[config.mk]
export PLATFORM = sky130hd
export DESIGN_NAME = press_classifier
export DESIGN_NICKNAME = d
export VERILOG_FILES = /design/src/rtl/press_classifier.sv
export SDC_FILE = /design/constraint.sdc
export NUM_CORES = 1
export LEC_CHECK = 0
export CAP_MARGIN = 40
export CORE_MARGIN = 2
export CORE_UTILIZATION = 35
export CTS_CLUSTER_SIZE = 30
export DETAILED_ROUTE_END_ITERATION = 16
export PLACE_DENSITY = 0.49
export SYNTH_ARGS = -nofsm -noshare
export SYNTH_HDL_FRONTEND = slang
export SYNTH_SLANG_ARGS = --single-unit
[constraint.sdc]
create_clock -name clk_i -period 2.1 [get_ports clk_i]
set_input_delay 0.315 -clock clk_i [delete_from_list [all_inputs] [get_ports clk_i]]
set_output_delay 0.315 -clock clk_i [all_outputs]
set_load 0.1 [all_outputs]
[src/rtl/press_classifier.sv]
// Classifies debounced button gestures into short press, long press and double click.
// Each class is emitted as a registered one-cycle tick, with a wrapping event count and last class.
module press_classifier #(
   parameter int unsigned LONG_CYCLES    = 50_000_000,
   parameter int unsigned DBL_GAP_CYCLES = 25_000_000,
   parameter int unsigned TMR_W          = $clog2((LONG_CYCLES > DBL_GAP_CYCLES) ?
                                                  LONG_CYCLES : DBL_GAP_CYCLES) + 1
) (
   input  logic       clk_i,
   input  logic       rst_ni,
   input  logic       db_level_i,
   input  logic       clr_i,
   output logic       short_tick_o,
   output logic       long_tick_o,
   output logic       double_tick_o,
   output logic       held_o,
   output logic [1:0] last_class_o,
   output logic [7:0] event_cnt_o
);

   typedef enum logic [2:0] {
      StIdle,
      StPress1,
      StWait2,
      StPress2,
      StLongHold
   } state_e;

   localparam logic [1:0]       ClsNone   = 2'b00;
   localparam logic [1:0]       ClsShort  = 2'b01;
   localparam logic [1:0]       ClsLong   = 2'b10;
   localparam logic [1:0]       ClsDouble = 2'b11;
   localparam logic [TMR_W-1:0] TmrMax    = '1;
   localparam logic [TMR_W-1:0] LongLast  = TMR_W'(LONG_CYCLES - 1);
   localparam logic [TMR_W-1:0] GapLast   = TMR_W'(DBL_GAP_CYCLES - 1);

   state_e           state_q, state_d;
   logic [TMR_W-1:0] timer_q, timer_d;
   logic             level_q;
   logic             short_q, short_d;
   logic             long_q, long_d;
   logic             double_q, double_d;
   logic [1:0]       class_q, class_d;
   logic [7:0]       cnt_q, cnt_d;
   logic             rise;

   assign rise = db_level_i & ~level_q;

   always_comb begin
      state_d  = state_q;
      short_d  = 1'b0;
      long_d   = 1'b0;
      double_d = 1'b0;
      timer_d  = timer_q;
      class_d  = class_q;
      cnt_d    = cnt_q;

      // Release is tested before the timeout so it wins when both happen in one cycle.
      unique case (state_q)
         StIdle: begin
            if (rise) state_d = StPress1;
         end
         StPress1: begin
            if (!db_level_i) begin
               state_d = StWait2;
            end else if (timer_q == LongLast) begin
               state_d = StLongHold;
               long_d  = 1'b1;
            end
         end
         StWait2: begin
            if (db_level_i) begin
               state_d = StPress2;
            end else if (timer_q == GapLast) begin
               state_d = StIdle;
               short_d = 1'b1;
            end
         end
         StPress2: begin
            if (!db_level_i) begin
               state_d  = StIdle;
               double_d = 1'b1;
            end
         end
         StLongHold: begin
            if (!db_level_i) state_d = StIdle;
         end
         default: state_d = StIdle;
      endcase

      if (state_d != state_q) begin
         timer_d = '0;
      end else if ((state_q == StPress1 || state_q == StWait2) && timer_q != TmrMax) begin
         timer_d = timer_q + TMR_W'(1);
      end

      if (short_d || long_d || double_d) begin
         cnt_d   = cnt_q + 8'd1;
         class_d = double_d ? ClsDouble : (long_d ? ClsLong : ClsShort);
      end

      // Clear discards any classification that would have fired this cycle.
      if (clr_i) begin
         state_d  = StIdle;
         timer_d  = '0;
         short_d  = 1'b0;
         long_d   = 1'b0;
         double_d = 1'b0;
         cnt_d    = 8'd0;
         class_d  = ClsNone;
      end
   end

   // level_q resets high so a button held through reset is not taken as a press.
   always_ff @(posedge clk_i or negedge rst_ni) begin
      if (!rst_ni) begin
         state_q  <= StIdle;
         timer_q  <= '0;
         level_q  <= 1'b1;
         short_q  <= 1'b0;
         long_q   <= 1'b0;
         double_q <= 1'b0;
         class_q  <= ClsNone;
         cnt_q    <= 8'd0;
      end else begin
         state_q  <= state_d;
         timer_q  <= timer_d;
         level_q  <= db_level_i;
         short_q  <= short_d;
         long_q   <= long_d;
         double_q <= double_d;
         class_q  <= class_d;
         cnt_q    <= cnt_d;
      end
   end

   assign short_tick_o  = short_q;
   assign long_tick_o   = long_q;
   assign double_tick_o = double_q;
   assign held_o        = (state_q == StLongHold);
   assign last_class_o  = class_q;
   assign event_cnt_o   = cnt_q;

endmodule

==> flow_metrics.tcl, run 1 <==
set metrics [dict create \
    status "finished clean" \
    syn-num-nets 267 \
    io_pins 18 \
    clk_path_buf_depth 2 \
    cts_buffers 5 \
    finalCritPeriodShare_pct 95.3 \
    fp.coreArea_sq_um 6720 \
    peakVddDrop_mv 0.298 \
    leakage_nw 1.27 \
    io_buffers 17 \
    cts.clk_slew.worst_paths_ns 0.09 \
    end_kind "register" \
    syn_to_final_growth_pct 24.9 \
    tns_ns 0 \
    worst_slew_pin_slew_ns 0.516 \
    drc 0 \
    htree_levels 2 \
    wl_per_cell_um 13.8 \
    totalWireLength_um 5330 \
    vias_per_cell 5.18 \
    synth_top_area_share_pct 44.5 \
    antenna_found_initial 0 \
    num_rows 30 \
    globalRouteTotalUtil_pct 15.6 \
    root_buffer "clkbuf_8" \
    clock-sinks 44 \
    drive_gt1_share_pct 22.6 \
    pre_cts_ws_ns -0.151 \
    grt_pass1_vias 1925 \
    synth-warning-count 0 \
    ant_nets 0 \
    max-cap-violations 0 \
    synthArstFlopShare_pct 100 \
    worstSetupPathType "reg2reg" \
    hold_path_class "in2async" \
    fin_ws_ns 0.0996 \
    synth_edf_count 0 \
    dieHeight_um 87.1 \
    n_antenna_cell 0 \
    grt_max_degree 24 \
    dp_hpwl_um 3900 \
    clk_latency_ns 0.30 \
    synthesis.area_sq_um 2420 \
    syn_inst 261 \
    yosys-top-cells-count "49 x nor2_1, 43 x dfrtp_1, 20 x nand4_1" \
    final_area_sq_um 3020 \
    pwr_density_cell_nw_per_um2 503 \
    avgSynthCellArea_sq_um 9.26 \
    gp_congestion 0.805 \
    die_w_um 87.1 \
    crit_arrival_ns 2.22 \
    required_ns 2.32 \
    maxSlewHeadroom_pct 65.6 \
    finalSetupViolations 0 \
    yosysMostFrequentCell "nor2_1" \
    synth_seq_cells 44 \
    hold_slack_ns 0.520 \
    cp-start-kind "register" \
    ys.flop_type "dfrtp_1" \
    ys_top_cells_by_area "dfrtp_1 45%, nor2_1 7.6%, xor2_1 6.9%, nand4_1 5.2%, and4_1 3.6%" \
    dieArea_sq_um 7580 \
    rsz0062_at_grt "no" \
    placed_area_sq_um 2860 \
    cp_max_fo 3 \
    grt_pass1_wl_um 9290 \
    ys_seq_area_share_pct 45.6 \
    placed_cells 375 \
    fin_cells 385 \
    cts_tree "done" \
    vias 1996 \
    grt_overflow 0 \
    start_util_pct 36.0 \
    fin_skew_ns 0.00912 \
    period_needed_ns 2.00 \
    dr.pass1.iters 4 \
    timing_hold_violations_final 0 \
    yosysTopAreaCell "dfrtp_1" \
    nets 310 \
    synth_cell_types 37 \
    drv_slew 0 \
    fmax_mhz 500 \
    drtIter0Drc 104 \
]
[cells in the final DEF (no fill, tap or decap), types with 6 or more instances in the layout]
cell and n:
a21oi_1 8, and4_1 10, buf_4 38, dfrtp_1 42, nand2_1 19, nand3_1 11
nand4_1 20, nor2_1 48, o21ai_0 6, or3_1 6, xnor2_1 8, xor2_1 19
[power by group]
part / internal, mW / switching [mW] / total [mW]
sequential: 0.852 / 0.00376 / 0.855
combinational: 0.0541 / 0.0722 / 0.126
clock: 0.236 / 0.301 / 0.536
total: 1.14 / 0.377 / 1.52
[registers in the layout, summed over array words and instances, names as in the netlist]
| name | count |
|---|---|
| double_tick_o | 1 |
| last_class_o | 2 |
| timer_q | 27 |
| state_q | 3 |
| event_cnt_o | 8 |
| long_tick_o | 1 |
| level_q | 1 |
| short_tick_o | 1 |
[cell families (layout without fill, tap and decap cells)]
group | count (synthesis) | in the layout | synth area share [%]
buffers and inverters | 13 | 57 | 2.95
xor gates and xnor gates | 27 | 27 | 9.79
DFF | 44 | 44 | 45.6
adders and majority gates | 2 | 2 | 1.04
muxes | 3 | 3 | 1.24
and+or+nand+nor | 151 | 151 | 33.4
AOI/OAI and AO/OA | 21 | 21 | 6.01
[metal layers]
layer | global-route usage [%] | vias up | wire length (um)
met1 | 21.5 | 942 | 2560
met4 | 4.26 | 0 | 47
met3 | 3.13 | 5 | 211
met2 | 25.0 | 37 | 2500
met5 | 0 | - | 0
li1 | - | 1012 | -
[final timing paths]
path,end,cells past startpoint,start,slack [ns]
worst max-delay path,last_class_o[1],8,timer_q[1],0.1
worst min-delay path,state_q[0],2,rst_ni,0.52
worst max register to register,last_class_o[1],8,timer_q[1],0.1
worst min register to register,last_class_o[1],2,last_class_o[1],0.55
max in group asynchronous,level_q,3,rst_ni,1.01
min in group clk_i,last_class_o[1],2,last_class_o[1],0.55
[worst max-delay path, stage by stage, from the launching register on]
cell and delay (ns):
dfrtp_1 0.38, ha_2 0.21, and3_4 0.20, nand3_2 0.12, nor2_4 0.17, nand4_1 0.20
buf_4 0.21, or2_2 0.30, a31oi_1 0.15
[area by class of cell]
| cell class | instances | area (sq um) |
|---|---|---|
| clock inverters | 3 | 23.8 |
| fillers | 677 | 3700 |
| repair buffers | 47 | 420 |
| well taps | 80 | 100 |
| flip-flops and latches | 44 | 1100 |
| multi-input cells | 204 | 1290 |
| inverters | 2 | 7.51 |
| clock buffers | 5 | 68.8 |
[through the flow]
stage / utilization [%] / power [mW]
after CTS: 44.1 / 1.55
after floorplan: - / 0.930
after detailed placement: 42.6 / 0.997
after global routing: 44.9 / 1.60
after global placement: 42.6 / 0.997
final: 44.9 / 1.52
[what timing repair did]
item | CTS | global route
hold endpoints to repair | 6 | 0
setup buffers | 0 | 1
hold buffers | 1 | 0
gates resized for setup | 0 | 10
setup endpoints to repair | 0 | 37
(Power assumes the default switching activity.)
==> run 2, diff against run 1 <==
- DONT_BUFFER_PORTS: not set -> 1
- PLACE_DENSITY: 0.49 -> 0.46
==> run 2 against run 1 <==
  * Largest cell class unchanged
  * First-iteration DRC count down 4.8%
  * Fmax down 0.92%
  * Clock skew down 0.0014 ns
  * Critical endpoint is now timer_q[0]
  * Non-clock buffer count down 6
  * Global-route usage about the same
  * Count of clock-buffer cells in the layout up 1
  * Sequential share of layout area down 0.64 points
  * Sequential cell count unchanged
==> flow_metrics.tcl, run 2 (synthesis gave the netlist of run 1 again) <==
set metrics [dict create \
    status "finished clean" \
    placed_area_sq_um 2760 \
    dr.pass1.iters 4 \
    busiest_layer "met2" \
    layout_common_cells "42 x nor2_1, 42 x dfrtp_1, 34 x buf_4" \
    gp_congestion 0.884 \
    end_kind "register" \
    clkPwrFrac_pct 39.6 \
    met3_usage_pct 3.51 \
    start_util_pct 36.0 \
    syn_to_final_growth_pct 27.1 \
    p_int_mw 1.26 \
    pre_cts_ws_ns 0.0752 \
    sequentialPowerShare_pct 52.4 \
    drtIter0Drc 99 \
    required_ns 2.30 \
    die_w_um 87.1 \
    finalCritPeriodShare_pct 96.1 \
    grt_overflow 0 \
    cts_buffers 5 \
    timing.rr.end "timer_q[0]" \
    vias_per_cell 5.21 \
    r2r_cells 8 \
    hold_slack_ns 0.0652 \
    clk_path_buf_depth 2 \
    crit_arrival_ns 2.21 \
    fillCellCount 656 \
    slowest_delay_ns 0.39 \
    p_switching_mw 0.371 \
    cp_max_fo 7 \
    maxSlewHeadroom_pct 74.7 \
    vias 1974 \
    n_antenna_cell 0 \
    io_pins 18 \
    seqCellArea_sq_um 1100 \
    dieHeight_um 87.1 \
    drive_gt1_share_pct 23.7 \
    holdPathStages 1 \
    path_buf_inv 1 \
    cpMaxStageDelayCell "dfrtp_1" \
    crit_chain "ha_2, and3_4, nand3_4, nor2_4, nand4_1, o211ai_4, clkbuf_16, nor2_2" \
    dp_hpwl_um 3840 \
    wl_per_cell_um 15.1 \
    grt_max_degree 45 \
    num_rows 30 \
    multiInputGateArea_sq_um 1360 \
    drc 0 \
    cts_tree "done" \
    htree_levels 2 \
    worstSetupPathType "reg2reg" \
    met2_usage_pct 25.8 \
    r2r_start "timer_q[1]" \
    period_needed_ns 2.02 \
    root_buffer "clkbuf_8" \
    ant_nets 0 \
    grt_pass1_wl_um 9210 \
    cts.clk_slew.worst_paths_ns 0.08 \
    peakVddDrop_mv 0.215 \
    holdPathEnd "long_tick_o" \
    fp.coreArea_sq_um 6720 \
    globalRouteTotalUtil_pct 15.7 \
    use_met1_pct 20.4 \
    max-cap-violations 0 \
    largest_reg_flops 27 \
    drv_slew 0 \
    top_register "timer_q" \
    r2r_setup_slack_ns 0.08 \
    cp_top_family "simple AND/OR/NAND/NOR gates" \
    swShare_pct 22.8 \
    fmax_mhz 495 \
    pwr_density_cell_nw_per_um2 531 \
    cp-start-kind "register" \
    timing_hold_violations_final 0 \
    finalSetupViolations 0 \
    fin_ws_ns 0.0811 \
    leakage_nw 1.27 \
    hold_path_startpoint "clr_i" \
    antenna_found_initial 0 \
    fin_skew_ns 0.00777 \
    nets 304 \
    worst_slew_pin_slew_ns 0.376 \
    totalWireLength_um 5720 \
    clk_latency_ns 0.30 \
    dieArea_sq_um 7580 \
    clock-sinks 44 \
    io_buffers 0 \
    grt_pass1_vias 1920 \
    combinationalPowerShare_pct 7.9 \
    final_area_sq_um 3070 \
    hold_path_class "in2reg" \
]
## run 2: power by group through the flow
| stage | Clock, mW | Sequential, mW | Combinational [mW] |
|---|---|---|---|
| finish | 0.646 | 0.854 | 0.129 |
| global route | 0.702 | 0.855 | 0.142 |
| CTS | 0.668 | 0.855 | 0.117 |
| detailed placement | 0 | 0.872 | 0.0885 |
| global placement | 0 | 0.872 | 0.0884 |
| floorplan | 0 | 0.874 | 0.0560 |
## run 2: through the flow
| stage | cells | setup TNS [ns] | util (%) | power (mW) |
|---|---|---|---|---|
| detailed placement | 364 | 0 | 41.0 | 0.960 |
| finish | 379 | 0 | 45.7 | 1.63 |
| global route | 379 | -0.0981 | 45.7 | 1.70 |
| CTS | 375 | 0 | 43.3 | 1.64 |
| floorplan | 261 | 0 | - | 0.930 |
| global placement | 364 | 0 | 41.0 | 0.960 |
## run 2: layer usage
layer,vias to the layer above,wire length [um]
met5,-,0
met4,0,65
met3,6,191
met2,36,2780
met1,946,2670
li1,986,-
## run 2: worst max path at each step
stage	from	endpoint	slack [ns]	depth (start not counted)
2_1_floorplan	state_q[1]	held_o	0.03	2
3_3_place_gp	timer_q[7]	timer_q[3]	0.06	7
3_5_place_dp	timer_q[11]	event_cnt_o[5]	0.08	6
4_1_cts	timer_q[11]	event_cnt_o[5]	0.06	6
5_1_grt	timer_q[1]	timer_q[0]	-0.02	8
6_report	timer_q[1]	timer_q[0]	0.08	8
## run 2: cell type report
| cell class | instances | share of cell area (%) |
|---|---|---|
| well taps | 80 | 3.26 |
| clock buffers | 6 | 2.36 |
| flip-flops and latches | 44 | 35.9 |
| inverters | 2 | 0.244 |
| clock inverters | 2 | 1.14 |
| repair buffers | 41 | 12.6 |
| multi-input cells | 204 | 44.4 |
## run 2: what timing repair did
action	4_1_cts	5_1_grt
hold buffers	3	0
hold endpoints to repair	45	0
setup buffers	0	3
endpoints found under the setup margin	0	38
resized for setup	0	24
==> run 3, diff against run 2 <==
==> constraint.sdc (replaced) <==
create_clock -name clk_i -period 2.1 [get_ports clk_i]
set_input_delay 0.21 -clock clk_i [delete_from_list [all_inputs] [get_ports clk_i]]
set_output_delay 0.21 -clock clk_i [all_outputs]
set_load 0.1 [all_outputs]
==> run 3 against run 2 <==
  * Register-to-register slack hardly changed
  * Power up 0.64%
  * Clock power hardly changed
  * Clock skew decreased by 0.00095 ns
  * Design area is 0.49% higher
  * Via count shrank 0.25%
  * Global-route usage is 0.10 points higher
  * Sequential cell count did not move
  * Count of clock-buffer cells in the layout stayed put
  * Highest routed layer unchanged
==> flow_metrics.tcl, run 3 (synthesis gave the netlist of run 1 again) <==
set metrics [dict create \
    power_mw 1.64 \
    pre_cts_ws_ns 0.0752 \
    root_buffer "clkbuf_8" \
    cp_top_family "simple AND/OR/NAND/NOR gates" \
    fin_cells 380 \
    slowest_delay_ns 0.39 \
    cpMaxStageDelayCell "dfrtp_1" \
    busiest_layer "met2" \
    fin_ws_ns 0.0716 \
    met3_usage_pct 3.51 \
    drtIter0Drc 97 \
    die_w_um 87.1 \
    clk_path_buf_depth 2 \
    final_common_cell "dfrtp_1" \
    hold_path_class "in2reg" \
    drv_slew 0 \
    drc 0 \
    max-cap-violations 0 \
    htree_levels 2 \
    path_buf_inv 1 \
    required_ns 2.30 \
    syn_to_final_growth_pct 27.7 \
    start_util_pct 36.0 \
    num_rows 30 \
    dieArea_sq_um 7580 \
    dr.pass1.iters 4 \
    cp_max_fo 7 \
    cp-start-kind "register" \
    crit_arrival_ns 2.23 \
    pwr_density_cell_nw_per_um2 532 \
    fmax_mhz 493 \
    antenna_found_initial 0 \
    period_needed_ns 2.03 \
    end_kind "register" \
    worst_slew_pin_slew_ns 0.609 \
    io_pins 18 \
    cts.clk_slew.worst_paths_ns 0.08 \
    wl_per_cell_um 15.0 \
    globalRouteTotalUtil_pct 15.8 \
    crit_chain "ha_2, and3_4, nand3_4, nor2_4, nand4_1, o211ai_4, clkbuf_16, nor2_2" \
    drive_gt1_share_pct 23.7 \
    cts_tree "done" \
    dp_hpwl_um 3840 \
    grt_overflow 0 \
    finalCritPeriodShare_pct 96.6 \
    largest_reg_flops 27 \
    maxSlewHeadroom_pct 59.3 \
    placed_cells 364 \
    timing_hold_violations_final 0 \
    grt_pass1_wl_um 9290 \
    n_antenna_cell 0 \
    top_register "timer_q" \
    grt_max_degree 45 \
    clock-sinks 44 \
    fillCellCount 653 \
    layout_common_cells "42 x dfrtp_1, 41 x nor2_1, 34 x buf_4" \
    use_met1_pct 20.6 \
    cts_buffers 5 \
    vias 1969 \
    gp_congestion 0.884 \
    tns_ns 0 \
    nets 305 \
    fp.coreArea_sq_um 6720 \
    worstSetupPathType "reg2reg" \
    leakage_nw 1.27 \
    clk_latency_ns 0.30 \
    dieHeight_um 87.1 \
    vias_per_cell 5.18 \
    peakVddDrop_mv 0.212 \
    finalSetupViolations 0 \
    grt_pass1_vias 1924 \
    fin_skew_ns 0.00682 \
    io_buffers 0 \
    status "finished clean" \
    totalWireLength_um 5710 \
    ant_nets 0 \
    met2_usage_pct 25.9 \
]
[run 3: where the power goes]
group	switching (mW)	internal (mW)	total [mW]
sequential	0.00294	0.851	0.854
combinational	0.0822	0.0556	0.138
clock	0.294	0.353	0.648
total	0.380	1.26	1.64
[run 3: worst reg2reg max path, stage by stage (launching register included)]
cell,delay (ns)
dfrtp_1,0.39
ha_2,0.21
and3_4,0.22
nand3_4,0.10
nor2_4,0.12
nand4_1,0.20
o211ai_4,0.39
clkbuf_16,0.25
nor2_2,0.05
[run 3: final timing paths]
path,start,cells after the start,to,slack [ns]
min in group asynchronous,rst_ni,2,long_tick_o,0.44
worst max-delay path,timer_q[1],8,timer_q[3],0.07
worst min register to register,event_cnt_o[7],2,event_cnt_o[7],0.56
worst min-delay path,db_level_i,1,state_q[2],0.06
worst max register to register,timer_q[1],8,timer_q[3],0.07
max in group asynchronous,rst_ni,2,level_q,1.39
[run 3: final cells by class]
type | count | area, sq um | area share, %
Clock buffer | 6 | 72.6 | 2.35
Clock inverter | 2 | 35.0 | 1.14
Inverter | 2 | 7.51 | 0.243
Multi-Input combinational cell | 204 | 1370 | 44.4
Sequential cell | 44 | 1100 | 35.8
Tap cell | 80 | 100 | 3.24
Timing Repair Buffer | 42 | 398 | 12.9
[run 3: metrics by stage]
| stage | cell area (sq um) | hold WS [ns] | util, % |
|---|---|---|---|
| finish | 3090 | 0.0609 | 45.9 |
| global route | 3090 | 0.0448 | 45.9 |
| CTS | 2920 | 0.0549 | 43.5 |
| detailed placement | 2760 | -0.0841 | 41.0 |
| global placement | 2760 | -0.0845 | 41.0 |
| floorplan | 2420 | -0.0856 | - |
[run 3: timing repair]
item | 4_1_cts | 5_1_grt
endpoints found under the setup margin | 0 | 39
resized for setup | 0 | 26
hold buffers | 4 | 0
endpoints found under the hold margin | 60 | 0
setup buffers | 0 | 3
[run 3: layer usage]
layer	up-vias	routed length [um]
li1	989	-
met1	946	2690
met2	28	2780
met3	6	169
met4	0	65
met5	-	0
